**src/rtl/hgc_pkg.sv**
```systemverilog
// hgc_pkg: shared definitions for the HGC VRAM sequencer slice.
//   Slot positions within a character period and the default period lengths.
//   Display mode enum and the fetch address builder used by the sequencer.
package hgc_pkg;

  localparam int unsigned SLOT_CHAR = 0;
  localparam int unsigned SLOT_ATT  = 4;
  localparam int unsigned SLOT_ROM  = 8;
  localparam int unsigned SLOT_CPU  = 10;

  localparam int unsigned TEXT_CLKS_DFLT = 18;
  localparam int unsigned GRPH_CLKS_DFLT = 16;

  typedef enum logic {
    MODE_TEXT = 1'b0,
    MODE_GRPH = 1'b1
  } mode_e;

  // Byte address of fetch byte b. Upper bits fall off with no carry.
  function automatic logic [15:0] fetch_addr(input mode_e      mode,
                                             input logic       page,
                                             input logic [1:0] row,
                                             input logic [11:0] ma,
                                             input logic       b);
    if (mode == MODE_GRPH) fetch_addr = {page, row, ma, b};
    else                   fetch_addr = {3'b000, ma, b};
  endfunction

endpackage

```
**src/rtl/hgc_cpu_port.sv**
```systemverilog
// hgc_cpu_port: CPU (ISA) side of the VRAM sequencer.
//   Latches a request while idle, offers it to the sequencer's CPU slot,
//   and produces the 1-clk ack plus read data.
// Ports:
//   clk, reset_n                 clock, async active-low reset
//   slot_start, slot_end         strobes: next cycle is CPU slot start / end
//   cpu_req/we/addr/wdata        CPU request, held until cpu_ack
//   vram_din                     SRAM read data
//   slot_hit/we/addr/wdata       request offered to the slot (incl. bypass)
//   cpu_rdata, cpu_ack           read data and completion pulse
module hgc_cpu_port (
  input  logic        clk,
  input  logic        reset_n,
  input  logic        slot_start,
  input  logic        slot_end,
  input  logic        cpu_req,
  input  logic        cpu_we,
  input  logic [15:0] cpu_addr,
  input  logic [7:0]  cpu_wdata,
  input  logic [7:0]  vram_din,
  output logic        slot_hit,
  output logic        slot_we,
  output logic [15:0] slot_addr,
  output logic [7:0]  slot_wdata,
  output logic [7:0]  cpu_rdata,
  output logic        cpu_ack
);

  logic        pending_q, pending_d;
  logic        we_q, we_d;
  logic [15:0] addr_q, addr_d;
  logic [7:0]  wdata_q, wdata_d;
  logic        active_q, active_d;
  logic        ack_q, ack_d;
  logic [7:0]  rdata_q, rdata_d;
  logic        rd_done;

  always_comb begin
    // A request arriving in the cycle before the slot starts is offered
    // directly so that anything seen up to seq 9 is served this period.
    slot_hit   = pending_q | cpu_req;
    slot_we    = pending_q ? we_q    : cpu_we;
    slot_addr  = pending_q ? addr_q  : cpu_addr;
    slot_wdata = pending_q ? wdata_q : cpu_wdata;

    pending_d = pending_q;
    we_d      = we_q;
    addr_d    = addr_q;
    wdata_d   = wdata_q;
    active_d  = active_q;
    ack_d     = 1'b0;
    rdata_d   = rdata_q;

    if (!pending_q && cpu_req) begin
      pending_d = 1'b1;
      we_d      = cpu_we;
      addr_d    = cpu_addr;
      wdata_d   = cpu_wdata;
    end
    // Pending stays set through the ack cycle so a still-held req is not
    // latched again as a new request.
    if (ack_q) pending_d = 1'b0;

    if (slot_start) active_d = slot_hit;
    if (slot_end) begin
      ack_d    = active_q;
      active_d = 1'b0;
    end

    rd_done = ack_q & ~we_q;
    if (rd_done) rdata_d = vram_din;

    // SRAM data is only valid during the ack cycle, so it is passed through
    // then and held from the register afterwards.
    cpu_rdata = rd_done ? vram_din : rdata_q;
    cpu_ack   = ack_q;
  end

  always_ff @(posedge clk or negedge reset_n) begin
    if (!reset_n) begin
      pending_q <= 1'b0;
      we_q      <= 1'b0;
      addr_q    <= '0;
      wdata_q   <= '0;
      active_q  <= 1'b0;
      ack_q     <= 1'b0;
      rdata_q   <= '0;
    end else begin
      pending_q <= pending_d;
      we_q      <= we_d;
      addr_q    <= addr_d;
      wdata_q   <= wdata_d;
      active_q  <= active_d;
      ack_q     <= ack_d;
      rdata_q   <= rdata_d;
    end
  end

endmodule

```
**src/rtl/hgc_vram_sequencer.sv**
```systemverilog
// hgc_vram_sequencer: character-period sequencer for the HGC pixel pipeline.
//   Generates VRAM fetch addresses and strobes per character period and
//   interleaves one CPU access slot per period via hgc_cpu_port.
// Ports:
//   clk, reset_n            pixel clock, async active-low reset
//   grph_mode, gfx_page     mode / graphics page (mode sampled on wrap)
//   crtc_ma, row_addr       CRTC address inputs (registered at seq 0)
//   vram_din                SRAM read data
//   vram_addr/we/dout       SRAM address, write strobe, write data
//   clk_seq                 position within the character period
//   vram_read_char/att, charrom_read, disp_pipeline, crtc_clk: 1-clk strobes
//   cpu_req/we/addr/wdata   CPU request; cpu_rdata/cpu_ack completion
module hgc_vram_sequencer #(
  parameter int unsigned RAM_LAT   = 2,
  parameter int unsigned TEXT_CLKS = hgc_pkg::TEXT_CLKS_DFLT,
  parameter int unsigned GRPH_CLKS = hgc_pkg::GRPH_CLKS_DFLT
) (
  input  logic        clk,
  input  logic        reset_n,
  input  logic        grph_mode,
  input  logic        gfx_page,
  input  logic [11:0] crtc_ma,
  input  logic [4:0]  row_addr,
  input  logic [7:0]  vram_din,
  output logic [15:0] vram_addr,
  output logic        vram_we,
  output logic [7:0]  vram_dout,
  output logic [4:0]  clk_seq,
  output logic        vram_read_char,
  output logic        vram_read_att,
  output logic        charrom_read,
  output logic        disp_pipeline,
  output logic        crtc_clk,
  input  logic        cpu_req,
  input  logic        cpu_we,
  input  logic [15:0] cpu_addr,
  input  logic [7:0]  cpu_wdata,
  output logic [7:0]  cpu_rdata,
  output logic        cpu_ack
);
  import hgc_pkg::*;

  localparam logic [4:0] TEXT_LAST    = 5'(TEXT_CLKS - 1);
  localparam logic [4:0] GRPH_LAST    = 5'(GRPH_CLKS - 1);
  localparam logic [4:0] SEQ_CHAR     = 5'(SLOT_CHAR);
  localparam logic [4:0] SEQ_CHAR_RD  = 5'(SLOT_CHAR + RAM_LAT);
  localparam logic [4:0] SEQ_ATT      = 5'(SLOT_ATT);
  localparam logic [4:0] SEQ_ATT_RD   = 5'(SLOT_ATT + RAM_LAT);
  localparam logic [4:0] SEQ_ROM      = 5'(SLOT_ROM);
  localparam logic [4:0] SEQ_CPU      = 5'(SLOT_CPU);
  localparam logic [4:0] SEQ_CPU_END  = 5'(SLOT_CPU + RAM_LAT);

  logic [4:0]  seq_q, seq_d;
  mode_e       mode_q, mode_d;
  logic [11:0] ma_q, ma_d;
  logic [1:0]  row_q, row_d;
  logic        page_q, page_d;
  logic [15:0] addr_q, addr_d;
  logic        we_q, we_d;
  logic [7:0]  dout_q, dout_d;
  logic        rd_char_q, rd_char_d;
  logic        rd_att_q, rd_att_d;
  logic        rom_q, rom_d;
  logic        disp_q, disp_d;

  logic [4:0]  last_q, last_d;
  logic        wrap;
  logic        slot_start, slot_end;
  logic        slot_hit, slot_we;
  logic [15:0] slot_addr;
  logic [7:0]  slot_wdata;
  logic        unused_row;

  assign unused_row = ^row_addr[4:2];

  // All outputs are registered against seq_d so they line up with clk_seq.
  always_comb begin
    last_q = (mode_q == MODE_GRPH) ? GRPH_LAST : TEXT_LAST;
    wrap   = (seq_q == last_q);
    seq_d  = wrap ? '0 : seq_q + 5'd1;
    mode_d = wrap ? mode_e'(grph_mode) : mode_q;
    last_d = (mode_d == MODE_GRPH) ? GRPH_LAST : TEXT_LAST;

    slot_start = (seq_d == SEQ_CPU);
    slot_end   = (seq_d == SEQ_CPU_END);

    ma_d   = ma_q;
    row_d  = row_q;
    page_d = page_q;
    addr_d = addr_q;
    we_d   = 1'b0;
    dout_d = dout_q;

    if (seq_d == SEQ_CHAR) begin
      ma_d   = crtc_ma;
      row_d  = row_addr[1:0];
      page_d = gfx_page;
      addr_d = fetch_addr(mode_d, gfx_page, row_addr[1:0], crtc_ma, 1'b0);
    end
    if (seq_d == SEQ_ATT) addr_d = fetch_addr(mode_d, page_q, row_q, ma_q, 1'b1);
    if (slot_start && slot_hit) begin
      addr_d = slot_addr;
      we_d   = slot_we;
      dout_d = slot_wdata;
    end

    rd_char_d = (seq_d == SEQ_CHAR_RD);
    rd_att_d  = (seq_d == SEQ_ATT_RD);
    rom_d     = (seq_d == SEQ_ROM) && (mode_d == MODE_TEXT);
    disp_d    = (seq_d == last_d);
  end

  always_ff @(posedge clk or negedge reset_n) begin
    if (!reset_n) begin
      seq_q     <= '0;
      mode_q    <= MODE_TEXT;
      ma_q      <= '0;
      row_q     <= '0;
      page_q    <= 1'b0;
      addr_q    <= '0;
      we_q      <= 1'b0;
      dout_q    <= '0;
      rd_char_q <= 1'b0;
      rd_att_q  <= 1'b0;
      rom_q     <= 1'b0;
      disp_q    <= 1'b0;
    end else begin
      seq_q     <= seq_d;
      mode_q    <= mode_d;
      ma_q      <= ma_d;
      row_q     <= row_d;
      page_q    <= page_d;
      addr_q    <= addr_d;
      we_q      <= we_d;
      dout_q    <= dout_d;
      rd_char_q <= rd_char_d;
      rd_att_q  <= rd_att_d;
      rom_q     <= rom_d;
      disp_q    <= disp_d;
    end
  end

  hgc_cpu_port u_cpu_port (
    .clk        (clk),
    .reset_n    (reset_n),
    .slot_start (slot_start),
    .slot_end   (slot_end),
    .cpu_req    (cpu_req),
    .cpu_we     (cpu_we),
    .cpu_addr   (cpu_addr),
    .cpu_wdata  (cpu_wdata),
    .vram_din   (vram_din),
    .slot_hit   (slot_hit),
    .slot_we    (slot_we),
    .slot_addr  (slot_addr),
    .slot_wdata (slot_wdata),
    .cpu_rdata  (cpu_rdata),
    .cpu_ack    (cpu_ack)
  );

  assign clk_seq        = seq_q;
  assign vram_addr      = addr_q;
  assign vram_we        = we_q;
  assign vram_dout      = dout_q;
  assign vram_read_char = rd_char_q;
  assign vram_read_att  = rd_att_q;
  assign charrom_read   = rom_q;
  assign disp_pipeline  = disp_q;
  assign crtc_clk       = disp_q;

endmodule

```
**config.mk**
```make
export PLATFORM = sky130hd
export DESIGN_NAME = hgc_vram_sequencer
export DESIGN_NICKNAME = d
export VERILOG_FILES = /design/src/rtl/hgc_pkg.sv /design/src/rtl/hgc_cpu_port.sv /design/src/rtl/hgc_vram_sequencer.sv
export SDC_FILE = /design/constraint.sdc
export NUM_CORES = 1
export LEC_CHECK = 0
export ABC_AREA = 0
export BUFFER_PORTS_ARGS = -buffer_cell sky130_fd_sc_hd__buf_4
export CORE_MARGIN = 4
export CORE_UTILIZATION = 58
export DETAILED_ROUTE_END_ITERATION = 10
export PLACE_DENSITY = 0.86
export SLEW_MARGIN = 20
export SYNTH_ARGS = -nofsm -noshare
export SYNTH_HDL_FRONTEND = slang
export SYNTH_SLANG_ARGS = --single-unit
```
**constraint.sdc**
```tcl
create_clock -name clk -period 4.7 [get_ports clk]
set_input_delay 0.47 -clock clk [delete_from_list [all_inputs] [get_ports clk]]
set_output_delay 0.47 -clock clk [all_outputs]
set_load 0.005 [all_outputs]
```
# Yosys cells after proc, flatten, opt, wreduce, memory -nomap -nowiden
# Index checks and enable logic that the tools add are counted.
# op_classes
bitwise	4
n_reduce_logical	8
n_mux	19
n_addsub	1
eq_ne	8
# ops
op	count
16-bit two-way mux	6
8-bit two-way mux	2
5-bit by 4-bit == test with 1-bit output, second input constant	3
5-bit two-way mux	3
5-bit by 3-bit == test with 1-bit output, second input constant	2
5-bit == test	2
1-bit two-way mux	8
5-bit by 1-bit adder with 5-bit output, second input constant	1
5-bit by 2-bit == test with 1-bit output, second input constant	1
5-bit logical NOT	1
2-bit nonzero test	2
1-bit logical AND	3
3-bit nonzero test	1
1-bit NOT	2
1-bit AND	1
1-bit logical NOT	1
1-bit bitwise OR	1
# totals
in_bits	55
out_inout_bits	44
register_bits	86
word_cells	59

# Longest topological paths before layout
# depth
depth_word	7
mapped_depth	8
mapped_depth_nobuf	6

# Modules after synthesis
# Synthesis repeated with hierarchy kept, for this count alone.
# unflattened
hier_cells	346
hier_area_um2	4292.9
# by_module_without_submodules
module	seq_area_each_um2	cells_each	instances	area_per_inst_um2
hgc_vram_sequencer	1251.2	237	1	2555.0
hgc_cpu_port	900.9	109	1	1737.9

# Worst setup path after synthesis
# No wires, ideal clock.
# synth_path
path_type	register -> register
start	register seq_q[1], in the netlist clk_seq[1]
end	register addr_q[4], in the netlist vram_addr[4]
path_stages_with_launch	9
setup_time_ns	0.129
synth_period_minus_slack_ns	2.082
t_arrival_ns	1.953
slack_ns	2.618
required_ns	4.571
path_buffers	2
path_cell_list	dfrtp_1 -> ha_1 -> clkbuf_1 -> nor2_1 -> and2_1 -> o31a_1 -> buf_2 -> o22ai_1 -> o22ai_2
# synth_via
elab_chain_len	5
# synth_lines
element	line_no	text
start, declared	hgc_vram_sequencer.sv:53	logic [4:0] seq_q, seq_d;
start signal, assigned	hgc_vram_sequencer.sv:128	seq_q <= seq_d;
5-bit by 1-bit adder with 5-bit output / 5-bit == test (equally long branches)	hgc_vram_sequencer.sv:80, hgc_vram_sequencer.sv:79	
5-bit two-way mux (*)	hgc_vram_sequencer.sv:80	seq_d = wrap ? '0 : seq_q + 5'd1;
5-bit by 3-bit == test with 1-bit output / 5-bit by 4-bit == test with 1-bit output (equally long branches)	hgc_vram_sequencer.sv:100, hgc_vram_sequencer.sv:84	
16-bit two-way mux / 1-bit logical AND (equally long branches)	hgc_vram_sequencer.sv:100, hgc_vram_sequencer.sv:101	
16-bit two-way mux / 3-bit nonzero test (equally long branches)	--	
end signal, assigned	hgc_vram_sequencer.sv:133	addr_q <= addr_d;
end, declared	hgc_vram_sequencer.sv:58	logic [15:0] addr_q, addr_d;
# Every way passes the cells marked *; elsewhere a longest branch is shown, timed or not.
# A chain may end at the register's enable or synchronous reset.

# Final worst setup path
# layout_path
start	register seq_q[0], in the netlist clk_seq[0]
end	register dout_q[2], in the netlist vram_dout[2]
# layout_via
elab_chain_len	4
# layout_lines
element	line_no	text
5-bit by 1-bit adder with 5-bit output / 5-bit == test (equally long branches)	hgc_vram_sequencer.sv:80, hgc_vram_sequencer.sv:79	
5-bit two-way mux (*)	hgc_vram_sequencer.sv:80	
5-bit by 4-bit == test with 1-bit output (*)	hgc_vram_sequencer.sv:84	slot_start = (seq_d == SEQ_CPU);
1-bit logical AND (*)	hgc_vram_sequencer.sv:101	if (slot_start && slot_hit) begin
end signal, assigned	hgc_vram_sequencer.sv:135	dout_q <= dout_d;
end, declared	hgc_vram_sequencer.sv:60	logic [7:0] dout_q, dout_d;
# Marked as above.

==> summary.md <==
| Metric | Value |
|---|---|
| Status | complete, no violations |
| Crit Reg-Reg Startpoint | clk_seq[0]$_DFF_PN0_ |
| Placed instance count | 527 |
| Critical Path RT | 4.88 ns |
| Nets | 498 |
| Design area | 4990 um2 |
| Worst skew pair latency | 0.35 ns |
| FF-to-FF path depth | 6 |
| Die H | 92.1 um |
| DR pass1 iterations | 4 |
| CTS tree | yes |
| Seq/Total Area, Yosys | 52.5% |
| DR WL met3 | 768 um |
| Drt first-iter violations | 204 |
| Gates resized, CTS repair | 0 |
| CTS Sinks | 86 |
| Drt total wl | 9530 um |
| Endpoints failing setup | 0 |
| Met2 wire len | 4760 um |
| CTS root buffer | clkbuf_8 |
| Share of layout cells above drive strength 1 | 35.8% |
| H-Tree Depth | 3 |
| Vias in the first global route | 3174 |
| Largest net degree at the start of global routing | 87 |
| Row count | 30 |
| Syn avg cell area | 11.4 um2 |
| Multi-input gate area | 1780 um2 |
| Antenna violations before repair | 0 |
| Clk slew on worst S/H paths | 0.09 ns |
| Slew HR | 28.9% |
| Delay-heaviest family, CP | simple AND/OR/NAND/NOR gates |
| CTS Buffer Depth | 2 |
| Starting density of the core | 60.1% |
| Final hold violations | 0 |
| FFs w/ async S/R, synth | 100% |
| Final Max Tran Viols | 0 |
| Post-CTS setup buffer count | 0 |
| Tcrit/Tclk final | 61.0% |
| DRT antenna net count | 0 |
| Critical path's slowest cell | or2_1 |
| Setup TNS | 0 ns |
| Number of port buffers | 95 |
| Buf+Inv Stages, Crit Path | 1 |
| Worst Setup Start Kind | flip-flop |
| PD cells | 653 nW/um2 |
| Die ar. | 8480 um2 |
| ANT cells | 0 |
| CP Max Fanout | 26 |
| Highest Signal Layer | met4 |
| Leak | 2.39 nW |
| Core Area | 6830 um2 |
| Total GRT Usage | 22.9% |
| IO Count | 99 |
| Syn. warnings | 0 |
| Hold Path Class | input pin to async pin |
| Main synth FF type | dfrtp_1 |
| Fin Clk Skew | 0.00861 ns |
| First-pass GRT wire length | 15300 um |
| Arrival time at the worst endpoint | 3.05 ns |
| TritonCTS Buffers | 9 |
| Die width | 92.1 um |
| Final min period | 2.87 ns |
| Worst R2R End | vram_dout[2]$_DFFE_PN0P_ |
| Via density | 5.90 |
| RSZ-0062 raised after global routing | false |
| Max rail drop VDD | 0.362 mV |
| Area delta synth->final | 21.7% |
| RePlAce Congestion | 0.804 |
| Max Cap Violations | 0 |
| Critical Path, Cell by Cell | ha_1, xnor2_1, nand3b_2, buf_4, or2_1, o21ai_0 |
| FILL cells | 510 |
| Mapped Nets | 415 |
| Mapped cell area | 4100 um2 |
| DRC Markers | 0 |
| Met1 wire length | 3810 um |
| DP HPWL | 6410 um |
| Total power | 3.26 mW |
| Syn Inst Count | 359 |
| Yosys reg bits | 86 |
| R2R Setup Slk | 1.83 ns |
| Crit path largest cell delay | 0.87 ns |
| Total grt overflow | 0 |
| Worst Tran Pin Value | 1.07 ns |
| DP Area | 4800 um2 |
| CP Capture Type | flip-flop |
| Drt wl/cell | 17.6 um |
| Cts hold-fix bufs | 0 |
| Synth cell types | 54 |
| Critical path type | flip-flop to flip-flop |
| EDFF count, synth | 0 |
| Vias | 3204 |
| Seq. cell area | 2150 um2 |
| Final Non-Filler Cells | 543 |
| FMAX | 0.349 GHz |
## cells by family after synthesis
| logic type | share of synthesized area (%) |
|---|---|
| muxes | 14.2 |
| xor gates and xnor gates | 1.31 |
| DFF | 52.5 |
| adders and majority gates | 0.305 |
| buffers and inverters | 4.12 |
| AOI/OAI and AO/OA | 14.8 |
| and+or+nand+nor | 12.8 |
## how the worst max path moves through the flow
stage / from / to / slack (ns) / depth (start not counted)
after CTS: clk_seq[0]$_DFF_PN0_ / vram_dout[2]$_DFFE_PN0P_ / 1.86 / 6
after global routing: clk_seq[0]$_DFF_PN0_ / vram_dout[6]$_DFFE_PN0P_ / 1.64 / 6
after detailed placement: clk_seq[0]$_DFF_PN0_ / vram_dout[6]$_DFFE_PN0P_ / 1.89 / 6
after global placement: clk_seq[0]$_DFF_PN0_ / vram_dout[6]$_DFFE_PN0P_ / 1.94 / 6
after floorplan: clk_seq[1]$_DFF_PN0_ / vram_addr[4]$_DFFE_PN0P_ / 2.62 / 8
final: clk_seq[0]$_DFF_PN0_ / vram_dout[2]$_DFFE_PN0P_ / 1.83 / 6
## final cells by class
class                      instances  area share (%)
clock buffer                      11            2.63
sequential                        86            43.1
clock inverter                     5            1.18
inverter                           1          0.0752
tap                               96            2.40
timing repair buffer              99            15.0
multi-input combinational        245            35.7
## state kept, by name (all words and copies together) (netlist names), 2 cells and up
name and count:
u_cpu_port.wdata_q 8, vram_dout 8, ma_q 12, vram_addr 16, u_cpu_port.rdata_q 8, row_q 2
u_cpu_port.addr_q 16, clk_seq 5
## cell usage after synthesis, types with 2 or more instances
cell	number	share of area (%)
nor3_1	4	0.49
nand2b_1	7	1.1
a2111oi_0	4	0.85
a31oi_1	4	0.61
and3_1	4	0.61
nor2_1	10	0.92
nor3b_1	2	0.37
mux2_2	33	9.1
o22ai_2	5	1.5
a21boi_0	3	0.55
nand3_1	3	0.37
buf_2	6	0.73
nor4_1	2	0.30
o21ai_1	5	0.61
nor2b_1	7	1.1
o21a_1	2	0.37
mux2i_1	21	5.1
a21oi_1	3	0.37
buf_6	6	1.6
buf_4	3	0.55
o22ai_1	31	4.7
nand2_1	52	4.8
dfrtp_1	86	52
clkbuf_1	12	1.1
xor2_1	2	0.43
o221ai_1	3	0.64
o21ai_0	12	1.5
## power by group
part           switching [mW]  internal (mW)  leakage (nW)
Clock                   0.267          0.247        0.0899
Combinational           0.809          0.708          1.27
Sequential              0.210           1.02          1.03
Total                    1.29           1.98          2.39
## worst register-to-register path: cells and delay by family (launching register included)
kind | cells | cell delay (ns)
xor+xnor | 1 | 0.18
compound gates | 1 | 0.28
simple gates | 2 | 0.99
fa+ha+maj | 1 | 0.35
buf+inv | 1 | 0.30
flops | 1 | 0.60
## cell usage in the layout, fill, tap and decap left out, types with 2 or more instances in the layout
cell        synthesis  routed
buf_4               3      98
a31oi_1             4       4
nand2b_1            7       7
mux2i_1            21      21
clkbuf_1           12       2
o221ai_1            3       3
mux2_2             33      33
nor2b_1             7       7
a21oi_1             3       3
o21a_1              2       2
nand2_1            52      52
clkinvlp_4          0       2
nor4_1              2       2
nor3_1              4       4
nor3b_1             2       2
o21ai_0            12      12
dfrtp_1            86      86
nor2_1             10      10
clkbuf_8            0       9
o21ai_1             5       5
o22ai_1            31      31
xor2_1              2       2
a2111oi_0           4       4
and3_1              4       4
a21boi_0            3       3
o22ai_2             5       5
nand3_1             3       3
## metal layers
layer  up-vias  GRT usage [%]
met1      1576           28.9
met4         0           10.3
met3        19           4.84
met5         -              0
met2       135           38.1
li1       1474              -
## through the flow
stage / util [%] / worst slack, ns / hold slack (ns)
floorplan: - / 2.62 / 0.174
global route: 73.1 / 1.64 / 0.210
global placement: 70.3 / 1.94 / 0.452
finish: 73.1 / 1.83 / 0.135
CTS: 73.1 / 1.86 / 0.307
detailed placement: 70.3 / 1.89 / 0.463
(Power assumes the default switching activity.)
